==> src/rtl/rs_pkg.sv <==
// Shared constants and types for the RS(15,11) decoder datapath.
package rs_pkg;

    localparam int RS_SYM_W = 4;
    localparam int RS_N     = 15;
    localparam int RS_K     = 11;
    localparam int RS_IDX_W = 4;

    typedef logic [RS_SYM_W-1:0] rs_sym_t;

endpackage

==> src/rtl/rs_symbol_bank.sv <==
// One codeword-sized register array: single enabled write port and a
// combinational read port. Storage has no reset; contents are only
// meaningful once the control logic has marked the bank full.
module rs_symbol_bank
    import rs_pkg::*;
#(
    parameter int SYM_W = RS_SYM_W,
    parameter int DEPTH = RS_N,
    parameter int IDX_W = RS_IDX_W
) (
    input  logic             CLK,
    input  logic             we_i,
    input  logic [IDX_W-1:0] waddr_i,
    input  logic [SYM_W-1:0] wdata_i,
    input  logic [IDX_W-1:0] raddr_i,
    output logic [SYM_W-1:0] rdata_o
);

    logic [SYM_W-1:0] mem_q [DEPTH];

    // Capture one symbol per enabled cycle.
    always_ff @(posedge CLK) begin
        if (we_i) begin
            mem_q[waddr_i] <= wdata_i;
        end
    end

    assign rdata_o = mem_q[raddr_i];

endmodule

==> src/rtl/rs_symbol_pingpong_buffer.sv <==
// Two-bank ping-pong symbol store. One bank fills from the receiver while
// the other drains in arrival order to the error-correction adder.
//
// Handshakes: a symbol moves on a side only in a cycle where both valid and
// ready are high at the rising edge; valid never depends on ready, and data
// and index are held stable while valid is high and ready is low.
module rs_symbol_pingpong_buffer
    import rs_pkg::*;
#(
    parameter int SYM_W = RS_SYM_W,
    parameter int DEPTH = RS_N,
    parameter int IDX_W = RS_IDX_W
) (
    input  logic             CLK,
    input  logic             RESET,
    input  logic             flush,
    input  logic             in_valid,
    input  logic [SYM_W-1:0] in_sym,
    output logic             in_ready,
    output logic             out_valid,
    input  logic             out_ready,
    output logic [SYM_W-1:0] out_sym,
    output logic [IDX_W-1:0] out_idx,
    output logic             out_last,
    output logic [1:0]       words_held
);

    localparam logic [IDX_W-1:0] LAST_IDX = IDX_W'(DEPTH - 1);
    localparam logic [IDX_W-1:0] IDX_ONE  = IDX_W'(1);

    logic [1:0]       full_q,    full_d;
    logic             wr_bank_q, wr_bank_d;
    logic             rd_bank_q, rd_bank_d;
    logic [IDX_W-1:0] wr_idx_q,  wr_idx_d;
    logic [IDX_W-1:0] rd_idx_q,  rd_idx_d;

    logic             wr_fire;
    logic             rd_fire;
    logic [1:0]       bank_we;
    logic [SYM_W-1:0] bank_rdata [2];

    // Handshake qualifiers; a full bank is never written.
    assign in_ready  = !full_q[wr_bank_q] && !RESET && !flush;
    assign out_valid = full_q[rd_bank_q];
    assign wr_fire   = in_valid && in_ready;
    assign rd_fire   = out_valid && out_ready;

    assign bank_we[0] = wr_fire && (wr_bank_q == 1'b0);
    assign bank_we[1] = wr_fire && (wr_bank_q == 1'b1);

    for (genvar b = 0; b < 2; b++) begin : g_bank
        rs_symbol_bank #(
            .SYM_W (SYM_W),
            .DEPTH (DEPTH),
            .IDX_W (IDX_W)
        ) u_bank (
            .CLK     (CLK),
            .we_i    (bank_we[b]),
            .waddr_i (wr_idx_q),
            .wdata_i (in_sym),
            .raddr_i (rd_idx_q),
            .rdata_o (bank_rdata[b])
        );
    end

    assign out_sym    = rd_bank_q ? bank_rdata[1] : bank_rdata[0];
    assign out_idx    = rd_idx_q;
    assign out_last   = out_valid && (rd_idx_q == LAST_IDX);
    assign words_held = {1'b0, full_q[0]} + {1'b0, full_q[1]};

    // Next-state for indices, bank pointers and full flags. A completing
    // write and a completing read always touch different banks, so both
    // flag updates can be applied in the same cycle.
    always_comb begin
        full_d    = full_q;
        wr_bank_d = wr_bank_q;
        rd_bank_d = rd_bank_q;
        wr_idx_d  = wr_idx_q;
        rd_idx_d  = rd_idx_q;

        if (wr_fire) begin
            if (wr_idx_q == LAST_IDX) begin
                wr_idx_d          = '0;
                full_d[wr_bank_q] = 1'b1;
                wr_bank_d         = ~wr_bank_q;
            end else begin
                wr_idx_d = wr_idx_q + IDX_ONE;
            end
        end

        if (rd_fire) begin
            if (rd_idx_q == LAST_IDX) begin
                rd_idx_d          = '0;
                full_d[rd_bank_q] = 1'b0;
                rd_bank_d         = ~rd_bank_q;
            end else begin
                rd_idx_d = rd_idx_q + IDX_ONE;
            end
        end
    end

    // Control registers; reset and flush both discard any partial codeword.
    always_ff @(posedge CLK) begin
        if (RESET || flush) begin
            full_q    <= '0;
            wr_bank_q <= 1'b0;
            rd_bank_q <= 1'b0;
            wr_idx_q  <= '0;
            rd_idx_q  <= '0;
        end else begin
            full_q    <= full_d;
            wr_bank_q <= wr_bank_d;
            rd_bank_q <= rd_bank_d;
            wr_idx_q  <= wr_idx_d;
            rd_idx_q  <= rd_idx_d;
        end
    end

endmodule

==> config.mk <==
export PLATFORM = sky130hd
export DESIGN_NAME = rs_symbol_pingpong_buffer
export DESIGN_NICKNAME = d
export VERILOG_FILES = /design/src/rtl/rs_pkg.sv /design/src/rtl/rs_symbol_bank.sv /design/src/rtl/rs_symbol_pingpong_buffer.sv
export SDC_FILE = /design/constraint.sdc
export NUM_CORES = 1
export LEC_CHECK = 0
export ABC_AREA = 1
export BUFFER_PORTS_ARGS = -buffer_cell sky130_fd_sc_hd__buf_2
export CAP_MARGIN = 15
export CELL_PAD_IN_SITES_DETAIL_PLACEMENT = 1
export CELL_PAD_IN_SITES_GLOBAL_PLACEMENT = 1
export CORE_ASPECT_RATIO = 1.25
export CORE_MARGIN = 2
export CORE_UTILIZATION = 40
export DETAILED_ROUTE_END_ITERATION = 6
export MAX_ROUTING_LAYER = met4
export PLACE_DENSITY = 0.72
export SLEW_MARGIN = 20
export SYNTH_ARGS = -nofsm -noshare
export SYNTH_HDL_FRONTEND = slang
export SYNTH_SLANG_ARGS = --single-unit
==> constraint.sdc <==
create_clock -name CLK -period 2.1 [get_ports CLK]
set_input_delay 0.105 -clock CLK [delete_from_list [all_inputs] [get_ports CLK]]
set_output_delay 0.105 -clock CLK [all_outputs]
set_load 0.1 [all_outputs]
; ---- Yosys cells after proc, flatten, opt, wreduce, memory -nomap -nowiden
; Memory sizes are Yosys's and may differ from the RTL's. A register that Yosys moved wholly into a read port is not among the register bits.
; Index checks and enable logic that the tools add are counted.
[op_classes]
magnitude_cmp = 4
reduce_logical = 15
mul = 0
n_addsub = 3
bitwise = 5
shifts = 0
eq_ne = 2
mux = 23
n_div = 0
[op_table]
columns = op, n
row1 = 4-bit two-way mux, 7
row2 = 1-bit two-way mux, 10
row3 = 1-bit logical AND, 9
row4 = 4-bit by 1-bit adder with 4-bit output (second input constant), 2
row5 = 4-bit equality test (second input constant), 2
row6 = 2-bit two-way mux, 4
row7 = 1-bit by 2-bit < comparator with 1-bit output (second input constant), 2
row8 = 2-bit AND reduction, 2
row9 = 1-bit zero test, 3
row10 = 1-bit by 1-bit adder with 2-bit output, 1
row11 = 2-bit AND, 1
row12 = 1-bit demux with 1-bit select, 2
row13 = 1-bit >= comparator (second input constant), 2
row14 = 1-bit NOT, 2
row15 = 2-bit NOT, 1
row16 = 2-bit OR, 1
row17 = 1-bit logical OR, 1
[totals]
elab_cells = 59
regBits = 12
n_memories = 2
input_bits = 9
output_inout_bits = 13
rom_bits = 0
latchBits = 0
ram_bits = 120
[mem_list]
columns = memory, words, width, read_ports, rd_ports_with_merged_regs, write_ports, line_no
row1 = g_bank[0].u_bank.mem_q, 15, 4, 1, 1, 1, rs_symbol_bank.sv:19  ; logic [SYM_W-1:0] mem_q [DEPTH];
row2 = g_bank[1].u_bank.mem_q, 15, 4, 1, 1, 1, rs_symbol_bank.sv:19

; ---- Longest topological paths before layout
; Gate-level depths: netlist (run 1).
[logic_depth]
word_depth = 10
depth_mapped = 11
mapped_depth_nobuf = 9

; ---- Modules after synthesis
; From an unflattened synthesis (run 1), not the netlist that was laid out.
[unflattened]
cells_unflattened = 666
hier_area_um2 = 6266.0
[by_module_without_submodules]
columns = module, cells_each, area_each_um2, n_inst
row1 = rs_symbol_bank, 267, 2732.6, 2
row2 = rs_symbol_pingpong_buffer, 132, 800.8, 1

; ---- Least setup slack after synthesis (run 1)
; Ideal clock, no wire load.
[synth_path]
path_type = register -> register
startpoint = register full_q[0]
endpoint = register full_q[0]
arrival_time_ns = 3.451
path_slack_ns = -1.470
n_path_buf = 0
period_less_slack_ns = 3.570
path_stages_with_launch = 8
path_cell_list = dfxtp_1 -> inv_1 -> o21ai_0 -> nand2_1 -> nor2_1 -> inv_1 -> o21ai_0 -> a21oi_1
[synth_lines]
columns = element, line_no
row1 = start: declaration, rs_symbol_pingpong_buffer.sv:31  ; logic [1:0] full_q, full_d;
row2 = start signal: assignment, rs_symbol_pingpong_buffer.sv:111  ; full_q <= full_d;
row3 = 1-bit two-way mux (implied by the code) (2 in series), rs_symbol_pingpong_buffer.sv:44  ; assign out_valid = full_q[rd_bank_q];
row4 = named net out_valid, rs_symbol_pingpong_buffer.sv:20  ; output logic out_valid,
row5 = 1-bit logical AND, rs_symbol_pingpong_buffer.sv:46  ; assign rd_fire = out_valid && out_ready;
row6 = 2-bit two-way mux, rs_symbol_pingpong_buffer.sv:91  ; if (rd_fire) begin
; The timed path passes the listed nets, and every way through them passes these cells. The select of a mux whose other input is x is not followed.
; A chain may end at the register's enable or synchronous reset.

==> results of run 1 <==
## worst min-delay path, stage by stage
cell	delay [ps]
buf_2	70
nand2_1	90
nand2_1	70
a211oi_1	70
## report_power, final
group          switching, mW  internal (mW)  leakage (nW)
Combinational          0.102         0.0254          1.44
Clock                   1.18           1.71         0.288
Sequential           0.00167           2.94          1.21
## layer usage
metal	routed length (um)	part of all wire (%)
met1	6690	39
met2	9160	54
met3	661	3.9
met4	600	3.5
met5	0	0
## cells in the mapped netlist, drive strengths merged
cell type,number,area share [%]
a211oi,1,0.13
a21oi,11,0.93
buf,18,1.8
clkbuf,9,0.57
dfxtp,16,5.4
edfxtp,120,61
ha,1,0.21
inv,71,4.5
nand2,193,12
nand3,90,7.6
nand3b,1,0.13
nand4,1,0.11
nor2,55,3.9
nor3,1,0.084
o211ai,1,0.13
o21a,1,0.13
o21ai,10,0.84
or2,4,0.42
xor2,1,0.15
## cell families after synthesis
group / synth area share [%]
AO/OA/AOI/OAI: 2.15
AND/OR/NAND/NOR: 24.5
adder cells (fa/ha/maj): 0.211
flip-flops: 66.1
XOR/XNOR: 0.148
buffers and inverters: 6.89
## area by class of cell
class	count	area, um2	area share, %
clock buffer	19	454	6.18
timing repair buffer	44	519	7.07
tap	178	223	3.03
clock inverter	13	118	1.60
multi-input combinational	371	1820	24.8
inverter	71	283	3.85
sequential	136	3930	53.5
## path summary, 6_finish.rpt
kind                                              start                                     end  slack [ps]  depth (start not counted)
worst max-delay path                               flop                              out_sym[0]         -40                         10
worst max register to register   wr_bank_q$_SDFFE_PP0P_  g_bank[0].u_bank.mem_q[5][1]$_DFFE_PP_         210                          6
worst min-delay path                          out_ready                                    flop          40                          4
worst min register to register  out_idx[0]$_SDFFE_PP0P_                                    flop         540                          2
## what timing repair did
item                                    4_1_cts  5_1_grt
setup buffers                                 2        2
endpoints found under the setup margin        4        4
gates resized for setup                      15       56
gates cloned                                  1        7
pin swaps                                     0       13
## stage by stage
step	utilization (%)	TNS [ps]	cell area, um2	power (mW)
final	50.8	-37.3	7340	5.96
after floorplan	-	-924	5960	3.05
after detailed placement	43.5	0	6300	3.13
after CTS	48.1	0	6960	5.96
after global placement	43.5	0	6300	3.12
after global routing	50.8	-252	7340	6.10
## cell usage in the layout (no fill, tap or decap), types with 2 or more instances in the layout
cell type  count
a21oi_1       11
buf_12         7
buf_2         17
buf_4          8
buf_6          5
clkbuf_16     24
clkinv_2       2
clkinv_4       5
dfxtp_1       13
dfxtp_2        2
edfxtp_1     120
inv_1         67
inv_2          2
inv_4          4
nand2_1      169
nand2_2       22
nand2_4        2
nand3_1       64
nand3_2       26
nor2_1        47
nor2_2         4
nor2_4         4
o21ai_0        8
or2_2          3
## flip-flops by register name, summed over array words and instances (netlist names), named ones only
signal,flops
g_bank.u_bank.mem_q,120
out_idx,4
wr_idx_q,4
full_q,2
rd_bank_q,1
wr_bank_q,1
==> results.ini, run 1 <==
[setup_path]
cpMaxStageDelayCell = dfxtp_4
crit_fanout = 11
max_stage_delay_ps = 440
critPathBufInv = 3
cp_cell_sequence = clkinv_8 -> clkbuf_16 -> nand2_1 -> nand3_1 -> nand3_1 -> nand2_1 -> nand2_1 -> nand3_1 -> nand2_2 -> buf_12
worst_setup_path_start_kind = flop
critPathTopFamily = simple AND/OR/NAND/NOR gates
required_ps = 2000
path_class = flop to output pin
cp-end-kind = output pin
arrival_ps = 2030

[floorplan]
start_util_pct = 41.0
die_h_um = 140
dieWidth_um = 113
coreArea_um2 = 14500
io_pins = 22
fp-row-count = 49
die_area_um2 = 15800

[placement]
placedCellCount = 788
dpl.hpwl_um = 10100
finalWeightedCongestion = 0.849
io_buffers = 21
post-place-ws_ps = 297

[routing]
ant_nets = 0
drt_wl_total_um = 17100
routedWlPerCell_um = 20.6
drt-pass1-iter-count = 4
viasPerCell = 5.23
drc = 0
vias = 4352
drt-initial-drc-count = 277

[timing]
hold_viol = 0
fin_skew_ps = 9.75
relSlewSlack_pct = 53.2
setup_violations = 1
fin_crit_ps = 2140
hold_ws_ps = 36.5
rsz0062_at_grt = yes
slew_violations = 0
post-route-period-util_pct = 102
fmax_mhz = 468
setup_ws_ps = -37.3
max_slew.worst_pin.slew_ps = 702

[cts]
cts_tree = built
cts-hold-fix-buffers = 0
root_buffer = clkbuf_16
clk_pin_slew_worst_paths_ps = 60
clock_latency_ps = 430
cts_buffers = 17
cts.sinks = 136
htreeDepth = 4
cts_buffer_depth = 2

[pwr]
p_leak_nw = 2.94
p_per_area_nw_per_um2 = 811
vdd_ir_drop_max_uv = 613

[finish]
n_fill_cell = 1569
nets = 651
drive_gt1_share_pct = 22.0
n_antenna_cell = 0
fin_cells = 832
area_delta_synth_final_pct = 23.7

[grt]
grt-busiest-layer = met2
grt_util_all_layers_pct = 21.5
antenna_found_initial = 0
grt_pass1_wl_um = 24600
grt_overflow_total = 0
grtUsageMet2_pct = 37.7
met3_usage_pct = 4.07
grt_max_degree = 31
grt_pass1_vias = 4542
use_met1_pct = 24.2

[synth]
ys_warn_count = 0
synth.avg_cell_area_um2 = 9.81
synthesis.nets = 615
ys_seq_area_share_pct = 66.1
synth_area_um2 = 5940
ys_ff_latch = 136
synthCells = 605
ys_types = 25

[min_path]
hold_class = primary input to flop

[status]
status = finished, violations left
violations = setup timing

[run]
max_cap_viol_count = 0

(Power assumes the default switching activity.)
==> run 2, diff against run 1 <==
--- a/config.mk
+++ b/config.mk
@@ -15,5 +15,5 @@
 export CORE_UTILIZATION = 40
 export DETAILED_ROUTE_END_ITERATION = 6
-export MAX_ROUTING_LAYER = met4
+export GPL_TIMING_DRIVEN = 0
 export PLACE_DENSITY = 0.72
 export SLEW_MARGIN = 20
==> constraint.sdc (replaced) <==
create_clock -name CLK -period 2.1 [get_ports CLK]
set_input_delay 0.315 -clock CLK [delete_from_list [all_inputs] [get_ports CLK]]
set_output_delay 0.315 -clock CLK [all_outputs]
set_load 0.1 [all_outputs]
==> run 2 against run 1 <==
  * The run ends with DRC, setup timing left
  * Critical endpoint is now out_sym[2]
  * Clock skew is 1.9 ps lower
  * Highest routed layer unchanged
  * Critical path type unchanged
  * Count of clock-buffer cells in the layout shrank 1
  * Cell count rose by 1.8%
==> results.ini, run 2 (synthesis results as in run 1) <==
[status]
status = finished, violations left
violations = DRC, setup timing

[timing]
fmax_mhz = 435
setup_ws_ps = -200
max_slew.worst_pin.slew_ps = 653
setup_violations = 4
slew_violations = 0
rsz0062_at_grt = yes
fin_crit_ps = 2300
relSlewSlack_pct = 56.5
hold_viol = 0
post-route-period-util_pct = 110
fin_skew_ps = 7.83

[finish]
largest_register_ffs = 120
layout_common_cells = 160 x nand2_1, 120 x edfxtp_1, 67 x inv_1, 58 x nand3_2, 31 x nand2_2
drive_gt1_share_pct = 33.6
n_fill_cell = 1534
nets = 666
area_delta_synth_final_pct = 32.1
design_area_um2 = 7840
fin_util_pct = 54.2
final_common_cell = nand2_1
top_register = g_bank.u_bank.mem_q
n_antenna_cell = 0

[cts]
clk_pin_slew_worst_paths_ps = 60
cts_buffer_depth = 2
cts_tree = built
clock_latency_ps = 430
htreeDepth = 4
cts.sinks = 136
cts_buffers = 17
root_buffer = clkbuf_16

[pwr]
p_seq_share_pct = 47.5
p_leak_nw = 3.13
finalPower_mw = 6.19
power_switching_mw = 1.32
vdd_ir_drop_max_uv = 563
combPwrFrac_pct = 2.1
internal_power_mw = 4.87
p_per_area_nw_per_um2 = 790
p_sw_share_pct = 21.4
clockPowerShare_pct = 50.4

[routing]
drt_wl_total_um = 19400
drt-pass1-iter-count = 7
viasPerCell = 5.47
ant_nets = 0
routedWlPerCell_um = 22.9
drt-initial-drc-count = 270
vias = 4634
drc = 4

[floorplan]
die_area_um2 = 15800
coreArea_um2 = 14500
dieWidth_um = 113
io_pins = 22
die_h_um = 140
fp-row-count = 49
start_util_pct = 41.0

[min_path]
hold_end = wr_idx_q[2]$_SDFFE_PP0N_
min-delay-start = in_valid
hold_class = primary input to flop
hold_depth = 4

[setup_path]
crit_fanout = 8
reg2regPathDepth = 7
regToRegEndpoint = g_bank[1].u_bank.mem_q[4][0]$_DFFE_PP_
worst_setup_path_start_kind = flop
r2r_start = wr_bank_q$_SDFFE_PP0P_
reg2reg_slack_ps = 180
arrival_ps = 1980
path_class = flop to output pin
cp-end-kind = output pin
required_ps = 1780

[grt]
grt_util_all_layers_pct = 25.2
antenna_found_initial = 0
grt_pass1_wl_um = 29100
grt_max_degree = 31
grt_overflow_total = 0
grt_pass1_vias = 5018

[placement]
io_buffers = 21
finalWeightedCongestion = 0.826
placed_cell_area_um2 = 6330
dpl.hpwl_um = 11600

[run]
max_cap_viol_count = 0

run 2: cell count changes in the layout (fill, tap and decap cells not counted), sizes merged:
cell / before / now
buf: 38 / 51
bufinv: 1 / 3
clkbuf: 25 / 26
clkinv: 8 / 5
clkinvlp: 1 / 5
inv: 74 / 72
run 2: worst max-delay path: stages, from the launching register on:
cell and delay [ps]:
dfxtp_4 400, buf_12 150, buf_4 130, nand2_1 70, nand3_1 120, nand3_2 90
nand2_2 110, nand2_1 70, nand2_1 70, nand2_1 60, nand2_2 90, buf_12 170
run 2: timing repair:
action,4_1_cts,5_1_grt
setup endpoints to repair,5,4
cloned,5,1
hold buffers,0,0
pin swaps,33,30
endpoints found under the hold margin,0,0
resized for setup,156,48
buffers inserted,8,0
run 2: worst max-delay path by stage:
stage / startpoint / endpoint / cells after the start
final: flop / out_sym[2] / 11
after global routing: flop / out_sym[3] / 11
after CTS: flop / out_sym[1] / 12
after detailed placement: flop / out_sym[0] / 9
after global placement: flop / out_sym[0] / 9
after floorplan: RESET / g_bank[0].u_bank.mem_q[10][0]$_DFFE_PP_ / 8
run 2: per-stage QoR:
stage                     TNS, ps  cells  setup slack, ps  hold slack, ps
after CTS                    -564    848             -142             256
after global placement      -1200    804             -356             509
after detailed placement    -1460    804             -419             516
final                        -721    847             -200             267
after floorplan             -2100    605            -26.2             414
after global routing         -979    847             -277             281
run 2: power groups by stage:
stage	combinational [mW]	sequential (mW)	clock, mW
after global placement	0.111	3.00	0
after floorplan	0.0544	3.00	0
after detailed placement	0.114	3.00	0
final	0.129	2.94	3.12
after CTS	0.126	2.94	3.11
after global routing	0.136	2.94	3.23
run 2: cell type report:
class | count | area, um2 | share of cell area (%)
sequential | 136 | 3940 | 50.2
multi-input combinational | 371 | 2080 | 26.6
clock buffer | 18 | 439 | 5.60
timing repair buffer | 34 | 359 | 4.58
buffer | 25 | 345 | 4.40
inverter | 71 | 284 | 3.62
tap | 178 | 223 | 2.84
clock inverter | 14 | 173 | 2.20
run 2: metal layers:
| metal | GRT usage, % | vias up | wire, um |
|---|---|---|---|
| met1 | 26.7 | 2295 | 6870 |
| met3 | 4.37 | 65 | 946 |
| met5 | 0 | - | 0 |
| met2 | 46.1 | 181 | 10600 |
| li1 | - | 2093 | - |
| met4 | 15.5 | 0 | 912 |
